**src/rtl/axi_lat_injector.sv**
```systemverilog
// axi_lat_injector: AXI latency injector. Each of the five channels (AW, W, B,
// AR, R) passes through its own small FIFO; a beat is released only once it
// has been stored for at least delay_i[channel] cycles.
//
// Ports:
//   clk_i, rst_ni           clock, asynchronous active-low reset
//   delay_i[5]              per-channel release delay (0=AW 1=W 2=B 3=AR 4=R)
//   aw/w/ar *_i / *_o       slave side in, master side out (valid/chan/ready)
//   b/r     *_i / *_o       master side in, slave side out (valid/chan/ready)
//   stall_cnt_o[5]          cycles each output sat valid without ready
//
// Optional feature: define AXI_LAT_INJECTOR_STATS_EN to build the stall
// counters; otherwise stall_cnt_o is tied to zero and no counter flops exist.

// One delayed channel: circular buffer with a saturating age per entry.
module axi_lat_injector_chan #(
    parameter type         T          = logic,
    parameter int unsigned Depth      = 4,
    parameter int unsigned DelayWidth = 8
) (
    input  logic                  clk_i,
    input  logic                  rst_ni,
    input  logic [DelayWidth-1:0] delay_i,
    input  logic                  valid_i,
    input  T                      chan_i,
    output logic                  ready_o,
    output logic                  valid_o,
    output T                      chan_o,
    input  logic                  ready_i
);
    localparam int unsigned PtrW = (Depth > 1) ? $clog2(Depth) : 1;
    localparam int unsigned CntW = $clog2(Depth + 1);
    localparam logic [DelayWidth-1:0] AgeMax = '1;

    T                      mem_q [Depth];
    logic [DelayWidth-1:0] age_q [Depth];
    logic [PtrW-1:0]       wr_ptr_q, wr_ptr_d;
    logic [PtrW-1:0]       rd_ptr_q, rd_ptr_d;
    logic [CntW-1:0]       cnt_q, cnt_d;
    logic                  push;
    logic                  pop;

    // Ready depends only on occupancy, never on the downstream ready.
    assign ready_o = (cnt_q != CntW'(Depth));
    assign valid_o = (cnt_q != '0) && (age_q[rd_ptr_q] >= delay_i);
    assign chan_o  = mem_q[rd_ptr_q];
    assign push    = valid_i && ready_o;
    assign pop     = valid_o && ready_i;

    // Pointer and occupancy next state.
    always_comb begin
        wr_ptr_d = wr_ptr_q;
        rd_ptr_d = rd_ptr_q;
        cnt_d    = cnt_q;
        if (push) begin
            wr_ptr_d = (wr_ptr_q == PtrW'(Depth - 1)) ? '0 : wr_ptr_q + PtrW'(1);
        end
        if (pop) begin
            rd_ptr_d = (rd_ptr_q == PtrW'(Depth - 1)) ? '0 : rd_ptr_q + PtrW'(1);
        end
        case ({push, pop})
            2'b10:   cnt_d = cnt_q + CntW'(1);
            2'b01:   cnt_d = cnt_q - CntW'(1);
            default: cnt_d = cnt_q;
        endcase
    end

    always_ff @(posedge clk_i or negedge rst_ni) begin
        if (!rst_ni) begin
            wr_ptr_q <= '0;
            rd_ptr_q <= '0;
            cnt_q    <= '0;
        end else begin
            wr_ptr_q <= wr_ptr_d;
            rd_ptr_q <= rd_ptr_d;
            cnt_q    <= cnt_d;
        end
    end

    // Ages of empty slots also count; they are cleared on push, so harmless.
    always_ff @(posedge clk_i or negedge rst_ni) begin
        if (!rst_ni) begin
            for (int unsigned i = 0; i < Depth; i++) begin
                age_q[i] <= '0;
            end
        end else begin
            for (int unsigned i = 0; i < Depth; i++) begin
                if (push && (wr_ptr_q == PtrW'(i))) begin
                    age_q[i] <= '0;
                end else if (age_q[i] != AgeMax) begin
                    age_q[i] <= age_q[i] + DelayWidth'(1);
                end
            end
        end
    end

    // Payload storage needs no reset: occupancy gates its visibility.
    always_ff @(posedge clk_i) begin
        if (push) begin
            mem_q[wr_ptr_q] <= chan_i;
        end
    end
endmodule

module axi_lat_injector #(
    parameter type         aw_t       = logic,
    parameter type         w_t        = logic,
    parameter type         b_t        = logic,
    parameter type         ar_t       = logic,
    parameter type         r_t        = logic,
    parameter int unsigned Depth      = 4,
    parameter int unsigned DelayWidth = 8
) (
    input  logic                       clk_i,
    input  logic                       rst_ni,
    input  logic [4:0][DelayWidth-1:0] delay_i,
    // slave side
    input  logic                       aw_valid_i,
    input  aw_t                        aw_chan_i,
    output logic                       aw_ready_o,
    input  logic                       w_valid_i,
    input  w_t                         w_chan_i,
    output logic                       w_ready_o,
    input  logic                       ar_valid_i,
    input  ar_t                        ar_chan_i,
    output logic                       ar_ready_o,
    output logic                       b_valid_o,
    output b_t                         b_chan_o,
    input  logic                       b_ready_i,
    output logic                       r_valid_o,
    output r_t                         r_chan_o,
    input  logic                       r_ready_i,
    // master side
    output logic                       aw_valid_o,
    output aw_t                        aw_chan_o,
    input  logic                       aw_ready_i,
    output logic                       w_valid_o,
    output w_t                         w_chan_o,
    input  logic                       w_ready_i,
    output logic                       ar_valid_o,
    output ar_t                        ar_chan_o,
    input  logic                       ar_ready_i,
    input  logic                       b_valid_i,
    input  b_t                         b_chan_i,
    output logic                       b_ready_o,
    input  logic                       r_valid_i,
    input  r_t                         r_chan_i,
    output logic                       r_ready_o,
    output logic [4:0][31:0]           stall_cnt_o
);
    axi_lat_injector_chan #(.T(aw_t), .Depth(Depth), .DelayWidth(DelayWidth)) u_aw (
        .clk_i(clk_i), .rst_ni(rst_ni), .delay_i(delay_i[0]),
        .valid_i(aw_valid_i), .chan_i(aw_chan_i), .ready_o(aw_ready_o),
        .valid_o(aw_valid_o), .chan_o(aw_chan_o), .ready_i(aw_ready_i)
    );
    axi_lat_injector_chan #(.T(w_t), .Depth(Depth), .DelayWidth(DelayWidth)) u_w (
        .clk_i(clk_i), .rst_ni(rst_ni), .delay_i(delay_i[1]),
        .valid_i(w_valid_i), .chan_i(w_chan_i), .ready_o(w_ready_o),
        .valid_o(w_valid_o), .chan_o(w_chan_o), .ready_i(w_ready_i)
    );
    axi_lat_injector_chan #(.T(b_t), .Depth(Depth), .DelayWidth(DelayWidth)) u_b (
        .clk_i(clk_i), .rst_ni(rst_ni), .delay_i(delay_i[2]),
        .valid_i(b_valid_i), .chan_i(b_chan_i), .ready_o(b_ready_o),
        .valid_o(b_valid_o), .chan_o(b_chan_o), .ready_i(b_ready_i)
    );
    axi_lat_injector_chan #(.T(ar_t), .Depth(Depth), .DelayWidth(DelayWidth)) u_ar (
        .clk_i(clk_i), .rst_ni(rst_ni), .delay_i(delay_i[3]),
        .valid_i(ar_valid_i), .chan_i(ar_chan_i), .ready_o(ar_ready_o),
        .valid_o(ar_valid_o), .chan_o(ar_chan_o), .ready_i(ar_ready_i)
    );
    axi_lat_injector_chan #(.T(r_t), .Depth(Depth), .DelayWidth(DelayWidth)) u_r (
        .clk_i(clk_i), .rst_ni(rst_ni), .delay_i(delay_i[4]),
        .valid_i(r_valid_i), .chan_i(r_chan_i), .ready_o(r_ready_o),
        .valid_o(r_valid_o), .chan_o(r_chan_o), .ready_i(r_ready_i)
    );

`ifdef AXI_LAT_INJECTOR_STATS_EN
    logic [4:0] out_valid;
    logic [4:0] out_ready;
    logic [4:0][31:0] stall_cnt_q;

    assign out_valid = {r_valid_o, ar_valid_o, b_valid_o, w_valid_o, aw_valid_o};
    assign out_ready = {r_ready_i, ar_ready_i, b_ready_i, w_ready_i, aw_ready_i};

    // Free-running stall counters; wrap naturally at 2^32.
    always_ff @(posedge clk_i or negedge rst_ni) begin
        if (!rst_ni) begin
            stall_cnt_q <= '0;
        end else begin
            for (int unsigned c = 0; c < 5; c++) begin
                if (out_valid[c] && !out_ready[c]) begin
                    stall_cnt_q[c] <= stall_cnt_q[c] + 32'd1;
                end
            end
        end
    end

    assign stall_cnt_o = stall_cnt_q;
`else
    assign stall_cnt_o = '0;
`endif
endmodule

```
**config.mk**
```make
export PLATFORM = sky130hd
export DESIGN_NAME = axi_lat_injector
export DESIGN_NICKNAME = d
export VERILOG_FILES = /design/src/rtl/axi_lat_injector.sv
export SDC_FILE = /design/constraint.sdc
export NUM_CORES = 1
export LEC_CHECK = 0
export ABC_AREA = 1
export BUFFER_PORTS_ARGS = -buffer_cell sky130_fd_sc_hd__buf_2
export CORE_UTILIZATION = 58
export DETAILED_ROUTE_END_ITERATION = 10
export PLACE_DENSITY = 0.83
export SLEW_MARGIN = 20
export SYNTH_ARGS = -nofsm -noshare
export SYNTH_HDL_FRONTEND = slang
export SYNTH_SLANG_ARGS = --single-unit
```
**constraint.sdc**
```tcl
create_clock -name clk_i -period 4.5 [get_ports clk_i]
set_clock_uncertainty 0.2 [all_clocks]
set_input_delay 0 -clock clk_i [delete_from_list [all_inputs] [get_ports clk_i]]
set_output_delay 0 -clock clk_i [all_outputs]
set_load 0.02 [all_outputs]
```
==> flow_summary_export.csv <==
group,metric,value,unit
pwr,p_total,9.93,mW
sta,holdWs,25.5,ps
setup_path,critPathBufInv,3,
min_path,hold_depth,8,
sta,layout_min_cycle_time,3770,ps
min_path,min-delay-start,"delay_i[23]",
finish,design_area,0.0154,sq mm
finish,diodes,0,
detailed_routing,drt_iter0_markers,887,
clock_tree,cts_tree,"done",
finish,area_growth,8.73,%
yosys,avgSynthCellArea,7.95,sq um
placed_design,gp_congestion,0.940,
setup_path,cp_slowest_cell,"dfrtp_1",
clock_tree,htree_levels,1,
yosys,syn_area,0.0141,sq mm
yosys,synth_cell_type_count,42,
grt,antenna_found_initial,0,
sta,fin_crit_sh,0.838,
yosys,postSynthCellCount,1776,
grt,grt_max_degree,122,
grt,grt_pass1_vias,10500,
sta,finalHoldViolCount,0,
setup_path,cp_top_family,"adder cells",
grt,grt_overflow,0,
clock_tree,root_buffer,"clkbuf_16",
yosys,synth.area.mux_share,0,
setup_path,startpoint_type,"register",
outcome,outcome,"finished clean",
finish,layout.nets,2029,
setup_path,r2r-start,"u_b.rd_ptr_q[0]",
setup_path,r2r_end,"u_b.cnt_q[2]",
pwr,leakage,7.83,nW
finish,layout_common_cells,"318 x nand2_1, 213 x inv_1, 195 x dfrtp_1",
placed_design,place_hpwl,21000,um
placed_design,place_area,0.0142,sq mm
min_path,hold_end,"u_b.rd_ptr_q[0]",
detailed_routing,routed_wl,28800,um
detailed_routing,wl_per_cell,13.0,um
setup_path,r2r_slack,730,ps
setup_path,crit_arrival,3960,ps
sta,maxSlewHeadroom,0.554,
floorplanning,pin_count,232,
yosys,synth_top_family_by_area,"simple AND/OR/NAND/NOR gates",
yosys,synth-edff-count,20,
finish,mostFrequentLayoutCell,"nand2_1",
floorplanning,core,0.0237,sq mm
yosys,ys.flop_type,"dfrtp_1",
grt,grtUsageTotal,0.233,
detailed_routing,drtAntennaViolNets,0,
finish,drive_gt1_frac,0.0928,
pwr,ir_drop,426,uV
setup_path,worstPathRequired,4690,ps
yosys,yosysWarnings,0,
min_path,hp-class,"in -> reg",
sta,tightestPinTransition,669,ps
clock_tree,clk_pin_slew,60,ps
setup_path,crit_path_frequent_cell,"nand2_1",
placed_design,pre_cts_ws,775,ps
yosys,ys_seq_area_frac,0.388,
floorplanning,start_util,0.596,
finish,fill_cells,1976,
sta,finalSetupViolations,0,
sta,timing.final.ws_setup,731,ps
sta,max_freq,265,MHz
yosys,yosys.area_share.xor_xnor,0.0465,
detailed_routing,vias,11500,
sta,drv_slew,0,
yosys,async_reset_ff_frac,0.907,
setup_path,crit_chain,"inv_1 > o21ai_0 > o22ai_1 > ha_1 > nand2_1 > nand3_1 > nand2_1 > nand2_1 > nand2_1 > nand2_1 > nand3_1 > inv_1 > ha_1 > inv_1 > fa_1 > a21oi_1 > o21ai_0 > xor2_1",
setup_path,cp.depth,18,
detailed_routing,firstDrtPassIters,5,
floorplanning,die_area,0.0250,sq mm
setup_path,cp_slowest_stage_delay,720,ps
pwr,power_density,646,mW/mm^2
yosys,synth_compound_area_frac,0.121,
floorplanning,die_w,158,um
setup_path,cp-end-kind,"register",
run,drv_cap,0,
clock_tree,cts_buffers,25,
sta,rsz0062_at_grt,"no",
floorplanning,row_count,56,
grt,grt_pass1_wl,47600,um
yosys,synthSimpleGateAreaFrac,0.207,
yosys,ys_ff_latch,215,
setup_path,crit_fanout,23,
yosys,synthAdderAreaFrac,0.0868,
detailed_routing,drc_errors,0,
floorplanning,die_h,158,um
detailed_routing,drt-vias-per-instance,5.18,
clock_tree,clkSinkCount,215,
setup_path,crit_type,"reg -> reg",
setup_path,r2r_cells,18,
placed_design,port_buffers,71,
clock_tree,clock_latency,520,ps
clock_tree,cts_max_path_buffers,3,
sta,tns,0,ps
-- sequential cells by signal, summed over array words and instances, names as in the netlist, 3 cells and up --
| name | flops |
|---|---|
| u_w.age_q | 32 |
| u_b.cnt_q | 3 |
| u_ar.age_q | 32 |
| u_aw.cnt_q | 3 |
| u_r.cnt_q | 3 |
| u_ar.cnt_q | 3 |
| u_r.age_q | 32 |
| u_w.cnt_q | 3 |
| u_ar.mem_q | 4 |
| u_b.age_q | 32 |
| u_w.mem_q | 4 |
| u_b.mem_q | 4 |
| u_r.mem_q | 4 |
| u_aw.age_q | 32 |
| u_aw.mem_q | 4 |
-- layer usage --
| layer | track usage | vias to the layer above | wire length (um) |
|---|---|---|---|
| met5 | 0 | - | 0 |
| met4 | 0.0682 | 0 | 682 |
| met3 | 0.0312 | 54 | 1650 |
| met2 | 0.403 | 401 | 14000 |
| met1 | 0.304 | 5342 | 12500 |
| li1 | - | 5686 | - |
-- worst min-delay path, stage by stage --
cell	delay (ps)
buf_2	90
inv_1	50
ha_1	140
nor2_1	50
o21a_1	90
nand2_1	130
nand4_1	100
nand2_1	70
-- power breakdown --
| group | switching, mW | total [mW] | internal (mW) |
|---|---|---|---|
| clock network | 0.800 | 2.10 | 1.30 |
| registers | 0.877 | 3.57 | 2.69 |
| logic | 2.56 | 4.26 | 1.70 |
-- per-stage QoR --
step,utilization,std cells
after global placement,0.600,2144
after floorplan,-,1935
after detailed placement,0.600,2144
after CTS,0.648,2215
final,0.648,2215
after global routing,0.648,2215
-- worst max-delay path by stage --
stage / slack, ps / startpoint / to
floorplan: 1390 / u_r.rd_ptr_q[0] / u_r.cnt_q[2]
global placement: 880 / u_aw.rd_ptr_q[0] / u_aw.cnt_q[2]
detailed placement: 770 / u_b.rd_ptr_q[0] / u_b.cnt_q[2]
CTS: 770 / u_b.rd_ptr_q[0] / u_b.cnt_q[2]
global route: 300 / u_w.rd_ptr_q[0] / u_w.cnt_q[2]
finish: 730 / u_b.rd_ptr_q[0] / u_b.cnt_q[2]
-- synth_stat cells, types with 23 or more instances --
library cell	n	area, sq um
nand3_1	94	470
xnor2_1	45	394
dfrtp_1	195	4880
a21oi_1	104	521
nor3_1	23	115
inv_1	213	800
o22ai_1	25	156
o21ai_0	155	776
ha_1	90	1130
nand2_1	318	1190
xor2_1	30	263
nor2_1	151	567
buf_4	160	1200
-- cells by family after synthesis --
logic type	Yosys count
simple gates	662
flops	215
other cells	1
buf+inv	404
xor+xnor	75
fa+ha+maj	95
compound gates	324
-- area by class of cell --
class                      instances  area (sq um)  area share
sequential                       215          5480       0.357
clock inverter                     8          95.1     0.00619
clock buffer                      38           776      0.0505
timing repair buffer              98           659      0.0429
inverter                         221           832      0.0542
tap                              319           399      0.0260
multi-input combinational       1316          7120       0.463
-- what timing repair did --
item,CTS,global route
endpoints found under the hold margin,409,0
buffers inserted,0,0
hold buffers,25,0
gates resized for setup,0,0
(Power assumes the default switching activity.)
